### config.mk
export PLATFORM = sky130hd
export DESIGN_NAME = fetch_redirect_ctrl_flat
export DESIGN_NICKNAME = d
export VERILOG_FILES = /design/src/rtl/fetch_redirect_if.sv /design/src/rtl/fetch_redirect_ctrl.sv /design/src/flat_wrapper.sv
export SDC_FILE = /design/constraint.sdc
export NUM_CORES = 1
export LEC_CHECK = 0
export CORE_ASPECT_RATIO = 0.7
export CORE_MARGIN = 5
export CORE_UTILIZATION = 42
export DETAILED_ROUTE_END_ITERATION = 10
export PLACE_DENSITY = 0.78
export SLEW_MARGIN = 10
export SYNTH_ARGS = -nofsm -noshare
export SYNTH_HDL_FRONTEND = slang
export SYNTH_SLANG_ARGS = --single-unit
### constraint.sdc
create_clock -name clk -period 2.6 [get_ports clk]
set_clock_uncertainty 0.2 [all_clocks]
set_input_delay 0.26 -clock clk [delete_from_list [all_inputs] [get_ports clk]]
set_output_delay 0.26 -clock clk [all_outputs]
set_load 0.02 [all_outputs]
### src/rtl/fetch_redirect_if.sv
// Fetch redirect control bus: redirect requests in, fetch PC and flush controls out.
// Defining FETCH_REDIRECT_STATS_EN adds the EX/ID redirect counters to the bus.
interface fetch_redirect_if #(
    parameter int SIZE_PC = 32
);
    logic               stall;
    logic               fs2_ready;
    logic               recover_flag;
    logic [SIZE_PC-1:0] recover_pc;
    logic               flag_recover_ex;
    logic [SIZE_PC-1:0] target_addr_ex;
    logic               flag_recover_id;
    logic [SIZE_PC-1:0] target_addr_id;
    logic               btb_taken;
    logic [SIZE_PC-1:0] btb_target;
    logic [SIZE_PC-1:0] pc;
    logic               fetch_en;
    logic               flush_fs1;
    logic               flush_fs2;
    logic [2:0]         redirect_src;
    logic               pending_valid;
`ifdef FETCH_REDIRECT_STATS_EN
    logic [31:0]        ex_redirect_cnt;
    logic [31:0]        id_redirect_cnt;

    modport master (
        output stall, fs2_ready, recover_flag, recover_pc, flag_recover_ex, target_addr_ex,
               flag_recover_id, target_addr_id, btb_taken, btb_target,
        input  pc, fetch_en, flush_fs1, flush_fs2, redirect_src, pending_valid,
               ex_redirect_cnt, id_redirect_cnt
    );
    modport slave (
        input  stall, fs2_ready, recover_flag, recover_pc, flag_recover_ex, target_addr_ex,
               flag_recover_id, target_addr_id, btb_taken, btb_target,
        output pc, fetch_en, flush_fs1, flush_fs2, redirect_src, pending_valid,
               ex_redirect_cnt, id_redirect_cnt
    );
`else
    modport master (
        output stall, fs2_ready, recover_flag, recover_pc, flag_recover_ex, target_addr_ex,
               flag_recover_id, target_addr_id, btb_taken, btb_target,
        input  pc, fetch_en, flush_fs1, flush_fs2, redirect_src, pending_valid
    );
    modport slave (
        input  stall, fs2_ready, recover_flag, recover_pc, flag_recover_ex, target_addr_ex,
               flag_recover_id, target_addr_id, btb_taken, btb_target,
        output pc, fetch_en, flush_fs1, flush_fs2, redirect_src, pending_valid
    );
`endif
endinterface

### src/rtl/fetch_redirect_ctrl.sv
// Fetch PC sequencer: prioritises commit > EX > ID > BTB > sequential redirects across RUN/STALL/RECOVER.
// Optional feature macro: FETCH_REDIRECT_STATS_EN (saturating EX/ID redirect counters).
module fetch_redirect_ctrl #(
    parameter int                 SIZE_PC         = 32,
    parameter logic [SIZE_PC-1:0] RESET_PC        = '0,
    parameter int                 RECOVER_BUBBLES = 2,
    parameter int                 FETCH_STRIDE    = 32
) (
    input logic             clk,
    input logic             rst,
    fetch_redirect_if.slave bus
);
    localparam logic [1:0] RUN     = 2'd0;
    localparam logic [1:0] STALL   = 2'd1;
    localparam logic [1:0] RECOVER = 2'd2;

    localparam logic [2:0] SRC_SEQ    = 3'd0;
    localparam logic [2:0] SRC_BTB    = 3'd1;
    localparam logic [2:0] SRC_ID     = 3'd2;
    localparam logic [2:0] SRC_EX     = 3'd3;
    localparam logic [2:0] SRC_COMMIT = 3'd4;

    localparam logic [2:0]         BUBBLES = 3'(RECOVER_BUBBLES);
    localparam logic [SIZE_PC-1:0] STRIDE  = SIZE_PC'(FETCH_STRIDE);

    logic [1:0]         state, state_next;
    logic [2:0]         bubble_cnt, cnt_next;
    logic               started;
    logic [SIZE_PC-1:0] pc_q;
    logic [2:0]         src_q;
    logic               flush1_q, flush2_q;
    logic               pend_valid;
    logic [2:0]         pend_src;
    logic [SIZE_PC-1:0] pend_target;

    logic [2:0]         req_src;
    logic [SIZE_PC-1:0] req_target;
    logic               apply, latch, clear_pend, fetch_en;
    logic [2:0]         apply_src;
    logic [SIZE_PC-1:0] apply_target;

    // fetch_en is low on the first cycle after reset release so the I-cache sees a settled PC
    assign fetch_en = started && (state == RUN) && !bus.stall;

    always_comb begin
        req_src    = SRC_SEQ;
        req_target = pc_q + STRIDE;
        if (bus.recover_flag) begin
            req_src    = SRC_COMMIT;
            req_target = bus.recover_pc;
        end else if (bus.flag_recover_ex) begin
            req_src    = SRC_EX;
            req_target = bus.target_addr_ex;
        end else if (bus.flag_recover_id) begin
            req_src    = SRC_ID;
            req_target = bus.target_addr_id;
        end else if (bus.btb_taken) begin
            req_src    = SRC_BTB;
            req_target = bus.btb_target;
        end
    end

    always_comb begin
        apply        = 1'b0;
        apply_src    = req_src;
        apply_target = req_target;
        latch        = 1'b0;
        clear_pend   = 1'b0;
        state_next   = state;
        cnt_next     = bubble_cnt;
        if (state == RECOVER) begin
            if (req_src == SRC_COMMIT) begin
                apply    = 1'b1;
                cnt_next = BUBBLES;
            end else if (bubble_cnt <= 3'd1) begin
                state_next = RUN;
                cnt_next   = 3'd0;
            end else begin
                cnt_next = bubble_cnt - 3'd1;
            end
        end else if (req_src == SRC_COMMIT) begin
            apply      = 1'b1;
            clear_pend = 1'b1;
            state_next = RECOVER;
            cnt_next   = BUBBLES;
        end else if (bus.stall) begin
            state_next = STALL;
            latch      = (req_src != SRC_SEQ) && (!pend_valid || req_src >= pend_src);
        end else if (state == STALL) begin
            // a fresh EX/ID redirect on the release edge beats an older pending of lower rank
            state_next = RUN;
            clear_pend = 1'b1;
            if (req_src >= SRC_ID && (!pend_valid || req_src >= pend_src)) begin
                apply = 1'b1;
            end else if (pend_valid) begin
                apply        = 1'b1;
                apply_src    = pend_src;
                apply_target = pend_target;
            end
        end else if (req_src >= SRC_ID || (fetch_en && bus.fs2_ready)) begin
            apply = 1'b1;
        end
    end

    always_ff @(posedge clk or posedge rst) begin
        if (rst) begin
            state       <= RUN;
            bubble_cnt  <= 3'd0;
            started     <= 1'b0;
            pc_q        <= RESET_PC;
            src_q       <= SRC_SEQ;
            flush1_q    <= 1'b0;
            flush2_q    <= 1'b0;
            pend_valid  <= 1'b0;
            pend_src    <= SRC_SEQ;
            pend_target <= '0;
        end else begin
            state      <= state_next;
            bubble_cnt <= cnt_next;
            started    <= 1'b1;
            flush1_q   <= apply && (apply_src >= SRC_ID);
            flush2_q   <= apply && (apply_src >= SRC_EX);
            if (apply) begin
                pc_q  <= apply_target;
                src_q <= apply_src;
            end
            if (clear_pend) begin
                pend_valid <= 1'b0;
            end else if (latch) begin
                pend_valid  <= 1'b1;
                pend_src    <= req_src;
                pend_target <= req_target;
            end
        end
    end

    assign bus.pc            = pc_q;
    assign bus.fetch_en      = fetch_en;
    assign bus.flush_fs1     = flush1_q;
    assign bus.flush_fs2     = flush2_q;
    assign bus.redirect_src  = src_q;
    assign bus.pending_valid = pend_valid;

`ifdef FETCH_REDIRECT_STATS_EN
    logic [31:0] ex_cnt, id_cnt;

    always_ff @(posedge clk or posedge rst) begin
        if (rst) begin
            ex_cnt <= 32'd0;
            id_cnt <= 32'd0;
        end else begin
            if (apply && apply_src == SRC_EX && ex_cnt != 32'hFFFF_FFFF) ex_cnt <= ex_cnt + 32'd1;
            if (apply && apply_src == SRC_ID && id_cnt != 32'hFFFF_FFFF) id_cnt <= id_cnt + 32'd1;
        end
    end

    assign bus.ex_redirect_cnt = ex_cnt;
    assign bus.id_redirect_cnt = id_cnt;
`endif
endmodule

### src/flat_wrapper.sv
// flat-port wrapper written by rule: the top's interface ports become plain ports
module fetch_redirect_ctrl_flat 
#(
    parameter int                 SIZE_PC         = 32,
    parameter logic [SIZE_PC-1:0] RESET_PC        = '0,
    parameter int                 RECOVER_BUBBLES = 2,
    parameter int                 FETCH_STRIDE    = 32
)
  (clk, rst, bus_stall, bus_fs2_ready, bus_recover_flag, bus_recover_pc, bus_flag_recover_ex, bus_target_addr_ex, bus_flag_recover_id, bus_target_addr_id, bus_btb_taken, bus_btb_target, bus_pc, bus_fetch_en, bus_flush_fs1, bus_flush_fs2, bus_redirect_src, bus_pending_valid);
  fetch_redirect_if #(.SIZE_PC(SIZE_PC)) bus_i ();
  input logic clk;
  input logic rst;
  input wire logic [$bits(bus_i.stall)-1:0] bus_stall;
  input wire logic [$bits(bus_i.fs2_ready)-1:0] bus_fs2_ready;
  input wire logic [$bits(bus_i.recover_flag)-1:0] bus_recover_flag;
  input wire logic [$bits(bus_i.recover_pc)-1:0] bus_recover_pc;
  input wire logic [$bits(bus_i.flag_recover_ex)-1:0] bus_flag_recover_ex;
  input wire logic [$bits(bus_i.target_addr_ex)-1:0] bus_target_addr_ex;
  input wire logic [$bits(bus_i.flag_recover_id)-1:0] bus_flag_recover_id;
  input wire logic [$bits(bus_i.target_addr_id)-1:0] bus_target_addr_id;
  input wire logic [$bits(bus_i.btb_taken)-1:0] bus_btb_taken;
  input wire logic [$bits(bus_i.btb_target)-1:0] bus_btb_target;
  output wire logic [$bits(bus_i.pc)-1:0] bus_pc;
  output wire logic [$bits(bus_i.fetch_en)-1:0] bus_fetch_en;
  output wire logic [$bits(bus_i.flush_fs1)-1:0] bus_flush_fs1;
  output wire logic [$bits(bus_i.flush_fs2)-1:0] bus_flush_fs2;
  output wire logic [$bits(bus_i.redirect_src)-1:0] bus_redirect_src;
  output wire logic [$bits(bus_i.pending_valid)-1:0] bus_pending_valid;
  assign bus_i.stall = bus_stall;
  assign bus_i.fs2_ready = bus_fs2_ready;
  assign bus_i.recover_flag = bus_recover_flag;
  assign bus_i.recover_pc = bus_recover_pc;
  assign bus_i.flag_recover_ex = bus_flag_recover_ex;
  assign bus_i.target_addr_ex = bus_target_addr_ex;
  assign bus_i.flag_recover_id = bus_flag_recover_id;
  assign bus_i.target_addr_id = bus_target_addr_id;
  assign bus_i.btb_taken = bus_btb_taken;
  assign bus_i.btb_target = bus_btb_target;
  assign bus_pc = bus_i.pc;
  assign bus_fetch_en = bus_i.fetch_en;
  assign bus_flush_fs1 = bus_i.flush_fs1;
  assign bus_flush_fs2 = bus_i.flush_fs2;
  assign bus_redirect_src = bus_i.redirect_src;
  assign bus_pending_valid = bus_i.pending_valid;
  fetch_redirect_ctrl #(.SIZE_PC(SIZE_PC), .RESET_PC(RESET_PC), .RECOVER_BUBBLES(RECOVER_BUBBLES), .FETCH_STRIDE(FETCH_STRIDE)) u_core (.clk(clk), .rst(rst), .bus(bus_i));
endmodule
==> results of run 1 <==
cells in the mapped netlist (4+ instances only):
| cell type | instances | share of area, % |
|---|---|---|
| nor2b_1 | 5 | 0.61 |
| nand2b_1 | 6 | 0.74 |
| nor2_1 | 56 | 4.1 |
| ha_1 | 6 | 1.5 |
| buf_1 | 7 | 0.52 |
| inv_1 | 18 | 1.3 |
| a21oi_1 | 54 | 5.3 |
| xnor2_1 | 15 | 2.6 |
| nand4_1 | 4 | 0.49 |
| o211ai_1 | 6 | 0.89 |
| o221ai_1 | 8 | 1.4 |
| buf_6 | 4 | 0.89 |
| and3_1 | 6 | 0.74 |
| o21ai_0 | 63 | 6.2 |
| a221oi_1 | 13 | 2.2 |
| a31oi_1 | 7 | 0.86 |
| nor3_1 | 7 | 0.69 |
| a22oi_1 | 6 | 0.89 |
| dfrtp_1 | 79 | 39 |
| clkbuf_1 | 33 | 2.4 |
| nand2_1 | 96 | 7.1 |
| or3_1 | 8 | 0.98 |
| a211oi_1 | 5 | 0.74 |
| nand3_1 | 12 | 1.2 |
| mux2i_1 | 14 | 2.8 |
| xor2_1 | 6 | 1.0 |
| a21o_1 | 6 | 0.89 |
| a221o_1 | 7 | 1.4 |
| o22ai_1 | 14 | 1.7 |
| o21ai_1 | 4 | 0.39 |
path summary, 6_finish.rpt:
| kind | depth (start not counted) | slack (ps) | startpoint | endpoint |
|---|---|---|---|---|
| worst max-delay path | 11 | 80 | bus_flag_recover_ex | u_core.bus.pc[23] |
| worst min-delay path | 3 | 110 | rst | u_core.bus.pc[25] |
| worst max register to register | 7 | 90 | u_core.bus.pc[5] | u_core.pend_target[23] |
| worst min register to register | 2 | 270 | u_core.pend_target[5] | u_core.pend_target[5] |
| max in group asynchronous | 3 | 1720 | rst | u_core.pend_target[5] |
| min in group clk | 3 | 240 | bus_recover_flag | u_core.pend_src[1] |
kinds of logic (layout without fill, tap and decap cells):
group	after synthesis	count (layout)	share of synthesized area, %
flip-flops	79	79	38.8
multiplexers	17	17	3.42
XOR/XNOR	21	21	3.61
AND/OR/NAND/NOR	218	218	19.6
buffers and inverters	67	271	5.80
adder cells (fa/ha/maj)	6	6	1.48
AO/OA/AOI/OAI	217	217	27.1
other	1	1	0.0737
per-layer routing:
metal / part of all wire (%) / wire, µm / up-vias / GRT usage [%]
met4: 2.5 / 513 / 0 / 7.67
li1: - / - / 2663 / -
met5: 0 / 0 / - / 0
met2: 46 / 9600 / 395 / 44.6
met3: 11 / 2260 / 53 / 7.20
met1: 40 / 8280 / 2837 / 36.8
layout make-up:
| class | instances | area [µm²] |
|---|---|---|
| repair buffers | 236 | 2310 |
| clock inverters | 6 | 92.6 |
| inverters | 19 | 72.6 |
| well taps | 157 | 196 |
| fillers | 924 | 4020 |
| flip-flops and latches | 79 | 1980 |
| multi-input cells | 480 | 2870 |
| clock buffers | 10 | 229 |
flip-flops by register name, summed over array words and instances, names as in the netlist:
| name | cells |
|---|---|
| u_core.started | 1 |
| u_core.state | 2 |
| u_core.bus.pc | 32 |
| u_core.bus.pending_valid | 1 |
| u_core.bus.flush_fs1 | 1 |
| u_core.bus.flush_fs2 | 1 |
| u_core.bubble_cnt | 3 |
| u_core.pend_src | 3 |
| u_core.pend_target | 32 |
| u_core.bus.redirect_src | 3 |
power breakdown:
group          switching, mW  internal [mW]
clock network          0.543          0.848
registers              0.328           1.63
logic                  0.992          0.941
total                   1.86           3.42
worst max-delay path, delay by kind of cell:
kind / cells / cell delay (ps)
compound gates: 5 / 860
fa+ha+maj: 1 / 290
buf+inv: 3 / 920
simple gates: 2 / 210
per-stage QoR:
| step | instance area, µm² | setup slack [ps] | instances |
|---|---|---|---|
| final | 7750 | 82.2 | 987 |
| after detailed placement | 7290 | -295 | 964 |
| after floorplan | 5130 | 25.6 | 626 |
| after CTS | 7610 | 56.0 | 980 |
| after global placement | 7290 | -201 | 964 |
| after global routing | 7750 | -26.6 | 987 |
repair_timing:
item | 4_1_cts | 5_1_grt
endpoints found under the setup margin | 0 | 43
setup buffers | 0 | 5
gates resized for setup | 0 | 12
==> out/metrics.csv, run 1 <==
metric,value,unit
outcome,completed,
Post-synth top flop,dfrtp_1,
synth unique cells,63,
initial drt markers,565,
WL/cell,20.9,µm
max_slew headroom,65.6,%
"commonest cells after routing, fill and taps aside","clkdlybuf4s50_1, nand2_1, dfrtp_1",
"Cell Area, Synth",5090,µm²
"commonest non-fill, non-tap cell in the layout",clkdlybuf4s50_1,
hold_buf cts,0,
layout cells sized above 1,12.5,%
TritonCTS clock tree,done,
Slew @ Worst Pin,516,ps
Syn Area/Cell,8.13,µm²
clk buf depth,2,
I/O pin count,175,
pin count of the biggest net entering global routing,80,
core area,11800,µm²
Worst VDD drop,439,µV
Clock Pin Slew Worst Setup and Hold Paths,70,ps
max-slew violation count,0,
global-route wire length before repair,31200,µm
DR vias/cell,6.03,
Final Cycle Share,96.8,%
Final Core Density,65.9,%
Initial Util,43.2,%
root buffer cell,clkbuf_16,
Worst path max stage delay,530,ps
PortBufs,174,
row cnt,33,
total number of yosys warnings,0,
antenna-violating nets left,0,
final net count,967,
final setup vio count,0,
setup tns final,0,ps
grt total ovfl,0,
Synth async-reset ratio,100,%
total power,5.28,mW
via count,5948,
CTS buffer count,9,
vias in the first global route,5876,
Crit. End Element,register,
"EDFF count, synth",0,
Worst Hold Class,primary input to asynchronous set/reset pin,
CP cell instances,clkdlybuf4s50_1 > o21ai_2 > ha_1 > nand2b_1 > a21oi_2 > o21ai_2 > buf_4 > a21oi_4 > buf_4 > nor2_1 > a21o_1,
DRC Markers,0,
clock sink count,79,
dpl hpwl,14800,µm
Fmax achieved,397,MHz
Die W,142,µm
worst skew pair latency,350,ps
Die Y,102,µm
worst hold slack,112,ps
die area,14500,µm²
Total GRT Usage,27.5,%
crit path max fanout,7,
first drt pass iteration count,5,
syn_nets,768,
GP Congestion,0.924,
Mapped Cells,626,
Pwr Density,681,nW/µm²
Area Growth Syn to Fin,52.3,%
WS Path Type,primary input to register,
CP arrival,2550,ps
clock period minus worst slack,2520,ps
Routed WL,20700,µm
antenna violations before repair,0,
Max Cap Viol,0,
Final Hold Fails,0,
Worst path slowest cell,clkdlybuf4s50_1,
flip-flop and latch count after synthesis,79,
Ant. Diodes,0,
post-synthesis sequential area ratio,38.8,%
critical path launch point type,primary input,
htree depth,3,
Critical Path RT,2640,ps
Leak,3.23,nW
(Power assumes the default switching activity.)
==> run 2: changes to the inputs <==
==> constraint.sdc (replaced) <==
create_clock -name clk -period 2.6 [get_ports clk]
set_clock_uncertainty 0.2 [all_clocks]
set_input_delay 0.52 -clock clk [delete_from_list [all_inputs] [get_ports clk]]
set_output_delay 0.52 -clock clk [all_outputs]
set_load 0.02 [all_outputs]
==> out/metrics.csv, run 2 (synthesized netlist as in run 1, its figures left out) <==
metric,value,unit
Die W,142,µm
DR vias/cell,6.04,
placed inst area,7480,µm²
initial drt markers,763,
die area,14500,µm²
PortBufs,174,
grt total ovfl,0,
Critical Path RT,2670,ps
critical path launch point type,register,
max_slew headroom,62.7,%
Place WS,-651,ps
"CP delay by family, top",simple AND/OR/NAND/NOR gates,
Routed WL,21200,µm
Worst Hold Class,primary input to register,
Pwr Density,689,nW/µm²
Area Growth Syn to Fin,56.0,%
DR top layer,met4,
Slew @ Worst Pin,555,ps
DRT met1 WL,8460,µm
row cnt,33,
core area,11800,µm²
max-slew violation count,0,
reg2reg setup slack,90,ps
Final Hold Fails,0,
"Design Area, Final",7940,µm²
routed wl met3,2170,µm
Hold Path Origin,bus_recover_flag,
TritonCTS clock tree,done,
pin count of the biggest net entering global routing,44,
htree depth,3,
CP arrival,2580,ps
clock sink count,79,
hold_buf cts,0,
first drt pass iteration count,7,
Final Cycle Share,96.6,%
Worst path max stage delay,440,ps
"commonest cells after routing, fill and taps aside","clkdlybuf4s50_1, nand2_1, dfrtp_1",
WL/cell,21.2,µm
clock period minus worst slack,2510,ps
CTS buffer count,9,
Worst VDD drop,393,µV
Crit. End Element,register,
worst skew pair latency,340,ps
layout cells sized above 1,14.9,%
total power,5.47,mW
Hold Path Stages,2,
dpl hpwl,15700,µm
Max Cap Viol,0,
"commonest non-fill, non-tap cell in the layout",clkdlybuf4s50_1,
Worst path slowest cell,or3_1,
final net count,980,
Worst Path Buf+Inv,1,
final setup vio count,0,
vias in the first global route,6328,
Worst R2R Start,u_core.bus.pc[5],
Die Y,102,µm
Hold EP,u_core.bubble_cnt[0],
crit path max fanout,8,
outcome,completed,
Met2 Routed Length,9860,µm
I/O pin count,175,
GP Congestion,0.959,
Ant. Diodes,0,
RSZ-0062 raised after global routing,false,
Fmax achieved,398,MHz
RR Endpoint,u_core.bus.pc[31],
CP cell instances,ha_1 > nand4_1 > or3_1 > buf_4 > nor3_1 > xor2_1 > nand3b_1 > a21oi_1,
DRC Markers,0,
global-route wire length before repair,32700,µm
Initial Util,43.2,%
WS Path Type,register to register,
Clock Pin Slew Worst Setup and Hold Paths,60,ps
Leak,3.32,nW
clk buf depth,2,
antenna-violating nets left,0,
final worst slack,87.9,ps
Total GRT Usage,28.7,%
root buffer cell,clkbuf_16,
antenna violations before repair,0,
Reg2Reg Depth,8,
via count,6035,
==> run 2: changes by cell type in the layout (fill, tap and decap cells not counted), sizes merged <==
cell and delta:
buf +15, dlygate4sd2 +3, clkdlybuf4s50 -2, inv -2
bufinv +1, clkbuf -1, clkinv -1, clkinvlp +1
dlymetal6s2s -1
==> run 2: metal layers <==
metal	up-vias	track usage [%]
met5	-	0
met4	0	13.1
met3	77	6.83
met2	389	46.4
met1	2881	37.0
li1	2688	-
==> run 2: timing repair <==
action,4_1_cts,5_1_grt
endpoints found under the setup margin,74,2
cloned,1,0
pin swaps,5,2
resized for setup,15,4
setup buffers,0,4
==> run 2: worst max-delay path by stage <==
stage,startpoint,to,slack (ps),cells after the start
floorplan,bus_flag_recover_id,u_core.pend_src[1],-180,12
global placement,bus_btb_taken,u_core.pend_target[30],-490,11
detailed placement,bus_btb_taken,u_core.bus.pc[4],-650,12
CTS,u_core.bus.pc[7],u_core.pend_target[22],40,6
global route,u_core.bus.pc[5],u_core.pend_target[23],20,7
finish,u_core.bus.pc[5],u_core.bus.pc[31],90,8
==> run 2: power breakdown <==
part	internal [mW]	total, mW	switching, mW
Clock	0.964	1.47	0.508
Sequential	1.63	1.98	0.348
Combinational	0.982	2.01	1.03
Total	3.58	5.47	1.89
==> run 2: cell type report <==
| class | count | area [µm²] |
|---|---|---|
| multi-input combinational | 480 | 2930 |
| inverter | 19 | 75.1 |
| sequential | 79 | 1980 |
| fill | 895 | 3830 |
| tap | 157 | 196 |
| timing repair buffer | 249 | 2410 |
| clock inverter | 5 | 105 |
| clock buffer | 11 | 243 |
==> run 2: metrics by stage <==
| step | TNS [ps] | std cells | hold WS, ps | utilization, % |
|---|---|---|---|---|
| 5_1_grt | 0 | 1000 | 238 | 67.5 |
| 4_1_cts | 0 | 996 | 225 | 67.1 |
| 2_1_floorplan | -6760 | 626 | 246 | - |
| 3_3_place_gp | -30570 | 979 | 260 | 63.6 |
| 6_report | 0 | 1000 | 238 | 67.5 |
| 3_5_place_dp | -40030 | 979 | 266 | 63.6 |
==> run 3: changes to the inputs <==
SETUP_SLACK_MARGIN = 0.02   (was default)
==> out/metrics.csv, run 3 (synthesized netlist as in run 1, its figures left out) <==
metric,value,unit
outcome,completed,
die area,14500,µm²
Initial Util,43.2,%
via count,6046,
Die Y,102,µm
Worst path slowest cell,or4_4,
clock period minus worst slack,2510,ps
final setup vio count,0,
layout cells sized above 1,14.8,%
core area,11800,µm²
pin count of the biggest net entering global routing,35,
CTS buffer count,9,
GP Congestion,0.901,
dpl hpwl,15400,µm
Worst Path Buf+Inv,0,
total power,5.42,mW
WS Path Type,register to register,
Total GRT Usage,28.4,%
"CP delay by family, top",simple AND/OR/NAND/NOR gates,
final net count,979,
vias in the first global route,6080,
Final Cycle Share,96.4,%
initial drt markers,688,
PortBufs,174,
Routed WL,21100,µm
clk buf depth,2,
DRC Markers,0,
Leak,3.33,nW
CP cell instances,nand2_1 > or4_4 > nor3_1 > xor2_1 > a2111oi_2 > nor2_1,
Final Hold Fails,0,
DR vias/cell,6.05,
multi-input logic area,2940,µm²
Pwr Density,683,nW/µm²
row cnt,33,
Reg area,1980,µm²
global-route wire length before repair,32100,µm
clock sink count,79,
"commonest cells after routing, fill and taps aside","clkdlybuf4s50_1, nand2_1, dfrtp_1",
Worst path max stage delay,660,ps
Die W,142,µm
Crit. End Element,register,
first drt pass iteration count,8,
htree depth,3,
crit path max fanout,9,
Critical Path RT,2620,ps
root buffer cell,clkbuf_16,
Worst VDD drop,461,µV
I/O pin count,175,
CP arrival,2530,ps
WL/cell,21.1,µm
"commonest non-fill, non-tap cell in the layout",clkdlybuf4s50_1,
antenna-violating nets left,0,
RSZ-0062 raised after global routing,false,
critical path launch point type,register,
worst skew pair latency,350,ps
Fmax achieved,399,MHz
hold_buf cts,0,
Area Growth Syn to Fin,56.0,%
antenna violations before repair,0,
Filler Cell Count,934,
Max Cap Viol,0,
grt total ovfl,0,
Clock Pin Slew Worst Setup and Hold Paths,60,ps
max-slew violation count,0,
setup tns final,0,ps
Ant. Diodes,0,
TritonCTS clock tree,done,
Worst Hold Class,register to register,
==> run 3: stage by stage <==
stage | setup WS, ps | utilization (%) | cell area (µm²) | hold WS (ps) | instances
2_1_floorplan | -177 | - | 5280 | 246 | 626
6_report | 94.1 | 67.5 | 7940 | 285 | 999
3_5_place_dp | -527 | 64.0 | 7530 | 265 | 981
5_1_grt | 34.5 | 67.5 | 7940 | 313 | 999
4_1_cts | 74.1 | 67.4 | 7930 | 281 | 999
3_3_place_gp | -467 | 64.0 | 7530 | 259 | 981
==> run 3: power breakdown <==
group | internal, mW | switching [mW] | total [mW]
clock | 0.864 | 0.524 | 1.39
combinational | 1.01 | 1.05 | 2.05
sequential | 1.63 | 0.352 | 1.98
==> run 3: per-layer routing <==
layer / GRT usage (%) / wire length, µm / vias to the layer above
li1: - / - / 2687
met1: 36.4 / 8530 / 2906
met2: 47.3 / 9920 / 398
met3: 7.39 / 2210 / 55
met4: 9.22 / 456 / 0
met5: 0 / 0 / -
==> run 3: timing repair <==
| action | in CTS | in global routing |
|---|---|---|
| pin swaps | 3 | 0 |
| buffers inserted | 1 | 0 |
| setup endpoints to repair | 72 | 6 |
| cloned | 1 | 0 |
| resized for setup | 13 | 3 |
==> run 3: layout make-up <==
cell class | count | share of cell area [%]
clock buffers | 10 | 3.01
clock inverters | 6 | 1.06
flip-flops and latches | 79 | 24.9
inverters | 19 | 0.946
multi-input cells | 480 | 37.0
repair buffers | 248 | 30.6
well taps | 157 | 2.47
==> run 3: path summary, 6_finish.rpt <==
| kind | from | endpoint | slack (ps) | depth (start not counted) |
|---|---|---|---|---|
| setup / recovery | u_core.bus.pc[8] | u_core.bus.pc[30] | 90 | 6 |
| hold reg to reg | u_core.pend_target[0] | u_core.pend_target[0] | 290 | 2 |
| hold / removal | u_core.pend_target[0] | u_core.pend_target[0] | 290 | 2 |
| min in group asynchronous | rst | u_core.bus.pc[27] | 330 | 2 |
| setup reg to reg | u_core.bus.pc[8] | u_core.bus.pc[30] | 90 | 6 |
| max in group asynchronous | rst | u_core.bus.pc[17] | 1320 | 3 |
==> run 3: worst min-delay path, delay by kind of cell, from the launching register on <==
family	cells	cell delay, ps
flip-flops	1	350
AND/OR/NAND/NOR	2	100
